## src/rtl/bp_me_nonsynth_cfg_responder.sv

```systemverilog
// Config-register responder for the uncached io_cmd/io_resp stream of the CCE mmio cfg loader.
// Build option: `define BP_CFG_RESP_LATENCY_EN adds a stall of stall_p cycles before each response.
//
// state  | meaning
// eReady | idle, accepts a command when io_cmd_v_i is high
// eStall | response computed, waiting for the stall counter (BP_CFG_RESP_LATENCY_EN only)
// eResp  | response presented, held until io_resp_ready_i
module bp_me_nonsynth_cfg_responder
  #(parameter int paddr_width_p   = 40
    , parameter int data_width_p    = 128
    , parameter int payload_width_p = 16
    , parameter int reg_els_p       = 16
    , parameter logic [paddr_width_p-1:0] base_addr_p = 'h20_0000
    , parameter int stall_p         = 3
    , localparam int cce_mem_msg_width_lp = data_width_p + payload_width_p + 3 + paddr_width_p + 4
    )
   (input  logic                              clk_i
    , input  logic                            reset_i
    , input  logic [cce_mem_msg_width_lp-1:0] io_cmd_i
    , input  logic                            io_cmd_v_i
    , output logic                            io_cmd_yumi_o
    , output logic [cce_mem_msg_width_lp-1:0] io_resp_o
    , output logic                            io_resp_v_o
    , input  logic                            io_resp_ready_i
    , output logic                            freeze_o
    , output logic [reg_els_p*64-1:0]         cfg_regs_o
    , output logic                            err_o
    );

    localparam int lg_reg_els_lp = $clog2(reg_els_p);
    localparam logic [paddr_width_p:0] win_end_lp =
        {1'b0, base_addr_p} + (paddr_width_p+1)'(reg_els_p*8);

    if (reg_els_p < 2 || (reg_els_p & (reg_els_p-1)) != 0 || stall_p < 0) begin : g_bad_params
        $error("bp_me_nonsynth_cfg_responder: reg_els_p must be a power of 2 >= 2, stall_p >= 0");
    end

    localparam logic [3:0] e_cce_mem_rd    = 4'd0;
    localparam logic [3:0] e_cce_mem_wr    = 4'd1;
    localparam logic [3:0] e_cce_mem_uc_rd = 4'd2;
    localparam logic [3:0] e_cce_mem_uc_wr = 4'd3;

    typedef struct packed {
        logic [payload_width_p-1:0] payload;
        logic [2:0]                 size;
        logic [paddr_width_p-1:0]   addr;
        logic [3:0]                 msg_type;
    } header_s;

    typedef struct packed {
        logic [data_width_p-1:0] data;
        header_s                 header;
    } msg_s;

`ifdef BP_CFG_RESP_LATENCY_EN
    typedef enum logic [1:0] {eReady, eStall, eResp} state_e;
    localparam int cnt_width_lp = (stall_p > 0) ? $clog2(stall_p+1) : 1;
    logic [cnt_width_lp-1:0] cnt_r, cnt_n;
`else
    typedef enum logic {eReady, eResp} state_e;
`endif

    state_e state_r, state_n;
    msg_s   cmd_li, resp_r, cmd_resp;
    logic   [63:0] regs_r [reg_els_p];
    logic   err_r;
    logic   yumi, resp_v;
    logic   in_window, is_rd, is_wr, is_cached, cmd_err, wr_en;
    logic   [lg_reg_els_lp-1:0] idx;
    logic   unused_cmd_data;

    assign cmd_li          = io_cmd_i;
    assign unused_cmd_data = ^cmd_li.data[data_width_p-1:64];

    // Decode and response formation for the command at the input; used only on yumi.
    always_comb begin
        in_window = (cmd_li.header.addr >= base_addr_p)
                    && ({1'b0, cmd_li.header.addr} < win_end_lp);
        idx       = cmd_li.header.addr[3 +: lg_reg_els_lp];
        is_rd     = (cmd_li.header.msg_type == e_cce_mem_rd)
                    || (cmd_li.header.msg_type == e_cce_mem_uc_rd);
        is_wr     = (cmd_li.header.msg_type == e_cce_mem_wr)
                    || (cmd_li.header.msg_type == e_cce_mem_uc_wr);
        is_cached = (cmd_li.header.msg_type == e_cce_mem_rd)
                    || (cmd_li.header.msg_type == e_cce_mem_wr);
        cmd_err   = ~in_window | is_cached | ~(is_rd | is_wr);
        wr_en     = yumi & is_wr & in_window;

        cmd_resp        = '0;
        cmd_resp.header = cmd_li.header;
        if (is_rd) begin
            if (in_window)
                cmd_resp.data = data_width_p'(regs_r[idx]);
            else
                cmd_resp.data = '1;
        end
    end

    always_comb begin
        state_n = state_r;
        yumi    = 1'b0;
        resp_v  = 1'b0;
`ifdef BP_CFG_RESP_LATENCY_EN
        cnt_n   = cnt_r;
`endif
        case (state_r)
            eReady: begin
                yumi = io_cmd_v_i;
                if (yumi) begin
`ifdef BP_CFG_RESP_LATENCY_EN
                    cnt_n = cnt_width_lp'(stall_p);
                    if (stall_p == 0)
                        state_n = eResp;
                    else
                        state_n = eStall;
`else
                    state_n = eResp;
`endif
                end
            end
`ifdef BP_CFG_RESP_LATENCY_EN
            eStall: begin
                cnt_n = cnt_r - 1'b1;
                if (cnt_n == '0)
                    state_n = eResp;
            end
`endif
            eResp: begin
                resp_v = 1'b1;
                if (io_resp_ready_i) begin
`ifdef BP_CFG_RESP_LATENCY_EN
                    state_n = eReady;
`else
                    // Back-to-back: the slot frees this cycle, so the next command can take it.
                    yumi    = io_cmd_v_i;
                    state_n = yumi ? eResp : eReady;
`endif
                end
            end
            default: state_n = eReady;
        endcase
    end

    always_ff @(posedge clk_i) begin
        if (reset_i) begin
            state_r <= eReady;
            resp_r  <= '0;
            err_r   <= 1'b0;
`ifdef BP_CFG_RESP_LATENCY_EN
            cnt_r   <= '0;
`endif
            for (int i = 0; i < reg_els_p; i++)
                regs_r[i] <= (i == 0) ? 64'h1 : 64'h0;
        end
        else begin
            state_r <= state_n;
`ifdef BP_CFG_RESP_LATENCY_EN
            cnt_r   <= cnt_n;
`endif
            if (yumi) begin
                resp_r <= cmd_resp;
                if (cmd_err)
                    err_r <= 1'b1;
            end
            if (wr_en)
                regs_r[idx] <= cmd_li.data[63:0];
        end
    end

    assign io_cmd_yumi_o = yumi;
    assign io_resp_v_o   = resp_v;
    assign io_resp_o     = resp_r;
    assign err_o         = err_r;
    assign freeze_o      = regs_r[0][0];

    for (genvar i = 0; i < reg_els_p; i++) begin : g_cfg_out
        assign cfg_regs_o[64*i +: 64] = regs_r[i];
    end

endmodule
```

## config.mk

```make
export PLATFORM = sky130hd
export DESIGN_NAME = bp_me_nonsynth_cfg_responder
export DESIGN_NICKNAME = d
export VERILOG_FILES = /design/src/rtl/bp_me_nonsynth_cfg_responder.sv
export SDC_FILE = /design/constraint.sdc
export NUM_CORES = 2
export LEC_CHECK = 0
export BUFFER_PORTS_ARGS = -buffer_cell sky130_fd_sc_hd__buf_2
export CAP_MARGIN = 20
export CORE_AREA = 4 4 545 547
export DETAILED_ROUTE_END_ITERATION = 8
export DIE_AREA = 0 0 549 551
export HOLD_SLACK_MARGIN = 0.15
export PLACE_DENSITY_LB_ADDON = 0.15
export RECOVER_POWER = 50
export SYNTH_ARGS = -nofsm -noshare
export SYNTH_HDL_FRONTEND = slang
export SYNTH_SLANG_ARGS = --single-unit
```

## constraint.sdc

```tcl
create_clock -name clk_i -period 10.8 [get_ports clk_i]
set_input_delay 1.62 -clock clk_i [delete_from_list [all_inputs] [get_ports clk_i]]
set_output_delay 1.62 -clock clk_i [all_outputs]
set_load 0.01 [all_outputs]
```

==> results.sh <==
export IMPL_synth_top_family_by_area="simple AND/OR/NAND/NOR gates"
export IMPL_intPower_mw=8.19
export IMPL_grt_pass1_wl_mm=416
export IMPL_rsz0062_at_grt="no"
export IMPL_worstPathRequired_ps=11220
export IMPL_antenna_found_initial=41
export IMPL_clock_power_share_pct=44.5
export IMPL_worst_slack_ps=3260
export IMPL_tns_ps=0
export IMPL_comb_power_share_pct=9.7
export IMPL_synthMuxAreaShare_pct=8.36
export IMPL_routed_wl_mm=324
export IMPL_initialDrtViolationCount=3840
export IMPL_holdCritPathClass="flop to flop"
export IMPL_powerDensity_mw_per_mm2=175
export IMPL_finalClockSkew_ps=46.6
export IMPL_drive_gt1_share_pct=12.9
export IMPL_multiInputGateArea_mm2=0.0156
export IMPL_viasPerCell=4.32
export IMPL_clk_pin_slew_ps=60
export IMPL_area_sequential_mm2=0.0334
export IMPL_ys_flop_type="edfxtp_1"
export IMPL_yosys_area_top_type="edfxtp_1"
export IMPL_cts_sinks=1154
export IMPL_top_layer_used="met5"
export IMPL_max_freq_ghz=0.133
export IMPL_fin_total_pwr_mw=11.3
export IMPL_outcome="complete, but fails checks"
export IMPL_syn_nets=4293
export IMPL_avgSynthCellArea_um2=12.4
export IMPL_wl_met1_mm=130
export IMPL_ys_top_cells_by_area="edfxtp_1 61%, nor2_1 6.2%, dfxtp_1 5.1%"
export IMPL_ys_seq_area_share_pct=65.7
export IMPL_grt_total_usage_pct=20.4
export IMPL_ant_nets=0
export IMPL_yosys_area_share_xor_xnor_pct=0
export IMPL_initial_core_util_pct=17.4
export IMPL_p_switching_mw=3.10
export IMPL_grt_overflow=0
export IMPL_cts_root_buf="clkbuf_16"
export IMPL_synthArstFlopShare_pct=0
export IMPL_ios=1414
export IMPL_final_hold_viol_count=0
export IMPL_setup_viol=0
export IMPL_cts_tree="yes"
export IMPL_crit_path_end_kind="flop"
export IMPL_holdBufCountCts=0
export IMPL_dpl_instance_area_mm2=0.0617
export IMPL_synth_simple_area_share_pct=15.7
export IMPL_nets=5525
export IMPL_max_cap_viol_count=21
export IMPL_ctsResizeCount=0
export IMPL_dr_wl_met2_mm=154
export IMPL_place_inst=9093
export IMPL_critPathKind="input port to flop"
export IMPL_yosysTopAreaCellShare_pct=60.6
export IMPL_syn_inst=4098
export IMPL_synth_compound_area_share_pct=6.33
export IMPL_p_sw_share_pct=27.5
export IMPL_p_leak_nw=21.2
export IMPL_fp_dieArea_mm2=0.302
export IMPL_dr_pass1_iters=6
export IMPL_place_port_buffers=1349
export IMPL_ys_ff_latch=1154
export IMPL_area_delta_synth_final_pct=27.4
export IMPL_syn_area_mm2=0.0508
export IMPL_violations="max-capacitance violations, max-slew violations"
export IMPL_synthAdderAreaFrac_pct=0
export IMPL_crit_fanout=25
export IMPL_clk_path_buf_depth=4
export IMPL_grt_max_degree=99
export IMPL_period_share_pct=69.9
export IMPL_max_slew_worst_pin_slew_ps=3520
export IMPL_fin_area_mm2=0.0647
export IMPL_cts_max_level=4
export IMPL_grt_pass1_vias=40924
export IMPL_fill_cells=32260
export IMPL_die_y_um=551
export IMPL_yosysMostFrequentCell="edfxtp_1"
export IMPL_max_slew_margin_pct=-135
export IMPL_gp_congestion=0.854
export IMPL_timing_hold_ws_ps=448
export IMPL_p_seq_share_pct=45.8
export IMPL_cts_setup_buffers=0
export IMPL_max_vdd_ir_drop_mv=0.111
export IMPL_drcViolationCount=0
export IMPL_route_met3_wl_mm=29.8
export IMPL_cp_start_kind="input port"
export IMPL_synthTopCellsByCount="1,024 x edfxtp_1, 836 x nor2_1, 452 x nand2_1, 384 x and2_1, 192 x mux2_2"
export IMPL_synth_cell_types=38
export IMPL_fin_cells=9376
export IMPL_dp_hpwl_mm=229
export IMPL_fin_crit_ps=7540
export IMPL_coreArea_mm2=0.293
export IMPL_routedWlPerCell_um=34.6
export IMPL_numCtsBuffers=154
export IMPL_rows=199
export IMPL_vias=40483
export IMPL_synth_yosys_warnings=0
export IMPL_die_w_um=549
export IMPL_arrival_ps=7970
export IMPL_finalMaxSlewViolations=622
export IMPL_dpl_worst_slack_ps=4530
export IMPL_clock_latency_ps=840
export IMPL_final_util_pct=22.1
export IMPL_synth_edf_count=1024
-- logic make-up after synthesis --
logic type / after synthesis
and+or+nand+nor: 1783
DFF: 1154
AOI/OAI and AO/OA: 460
buffers and inverters: 381
muxes: 320
-- flip-flops by register name (all words and copies together) (netlist names) --
signal	flops
err_o	1
io_resp_o	128
regs_r	1024
state_r	1
-- path summary, 6_finish.rpt --
kind,start,slack [ps],cells after the start,endpoint
setup reg to reg,state_r$_SDFF_PP0_,5110,8,regs_r[5][25]$_SDFFCE_PN0P_
hold reg to reg,io_resp_o[189]$_SDFFE_PP0P_,450,2,io_resp_o[189]$_SDFFE_PP0P_
setup / recovery,io_cmd_i[8],3260,7,regs_r[8][24]$_SDFFCE_PN0P_
hold / removal,io_resp_o[189]$_SDFFE_PP0P_,450,2,io_resp_o[189]$_SDFFE_PP0P_
-- worst max-delay path, cell delays in order --
cell      delay, ps
clkbuf_1        610
clkbuf_1       1210
or2_0           770
nor4_1          340
or2_0          1830
buf_4           780
buf_4           600
-- area by class of cell --
class	count	area share, %
multi-input combinational	2563	24.1
inverter	2	0.0116
sequential	1154	51.5
tap	3919	7.58
clock inverter	59	0.799
antenna	10	0.0387
clock buffer	214	6.51
timing repair buffer	1455	9.40
-- cell usage in the layout, fill, tap and decap left out, types with 5 or more instances in the layout --
| cell type | n |
|---|---|
| clkbuf_16 | 156 |
| a21oi_1 | 128 |
| a2111oi_0 | 64 |
| mux2i_1 | 64 |
| nor2_1 | 834 |
| buf_4 | 83 |
| and2_1 | 317 |
| inv_6 | 5 |
| dfxtp_1 | 130 |
| and2_0 | 66 |
| o21bai_4 | 8 |
| nor4_1 | 10 |
| nor2b_1 | 64 |
| a211oi_1 | 64 |
| clkinv_8 | 5 |
| or2_0 | 5 |
| mux2_2 | 192 |
| clkbuf_1 | 1284 |
| edfxtp_1 | 1024 |
| diode_2 | 10 |
| clkbuf_8 | 10 |
| nand2_1 | 449 |
| buf_2 | 127 |
| clkinv_1 | 29 |
| o22ai_1 | 64 |
| o211ai_1 | 64 |
| bufinv_16 | 7 |
| buf_12 | 6 |
| clkinv_2 | 10 |
| mux4_2 | 64 |
| o221ai_1 | 64 |
-- power by group through the flow --
stage | clock network (mW) | registers [mW] | logic (mW)
floorplan | 0 | 5.29 | 0.394
global placement | 0 | 5.26 | 1.17
detailed placement | 0 | 5.26 | 1.17
CTS | 5.17 | 5.17 | 1.17
global route | 5.33 | 5.18 | 1.16
finish | 5.03 | 5.17 | 1.09
-- metal layers --
layer	track usage (%)	vias to the layer above
met3	6.88	400
met5	0	-
li1	-	17094
met2	34.7	1932
met1	24.7	21033
met4	5.32	24
Note: power is estimated with default switching activity, not from simulation.
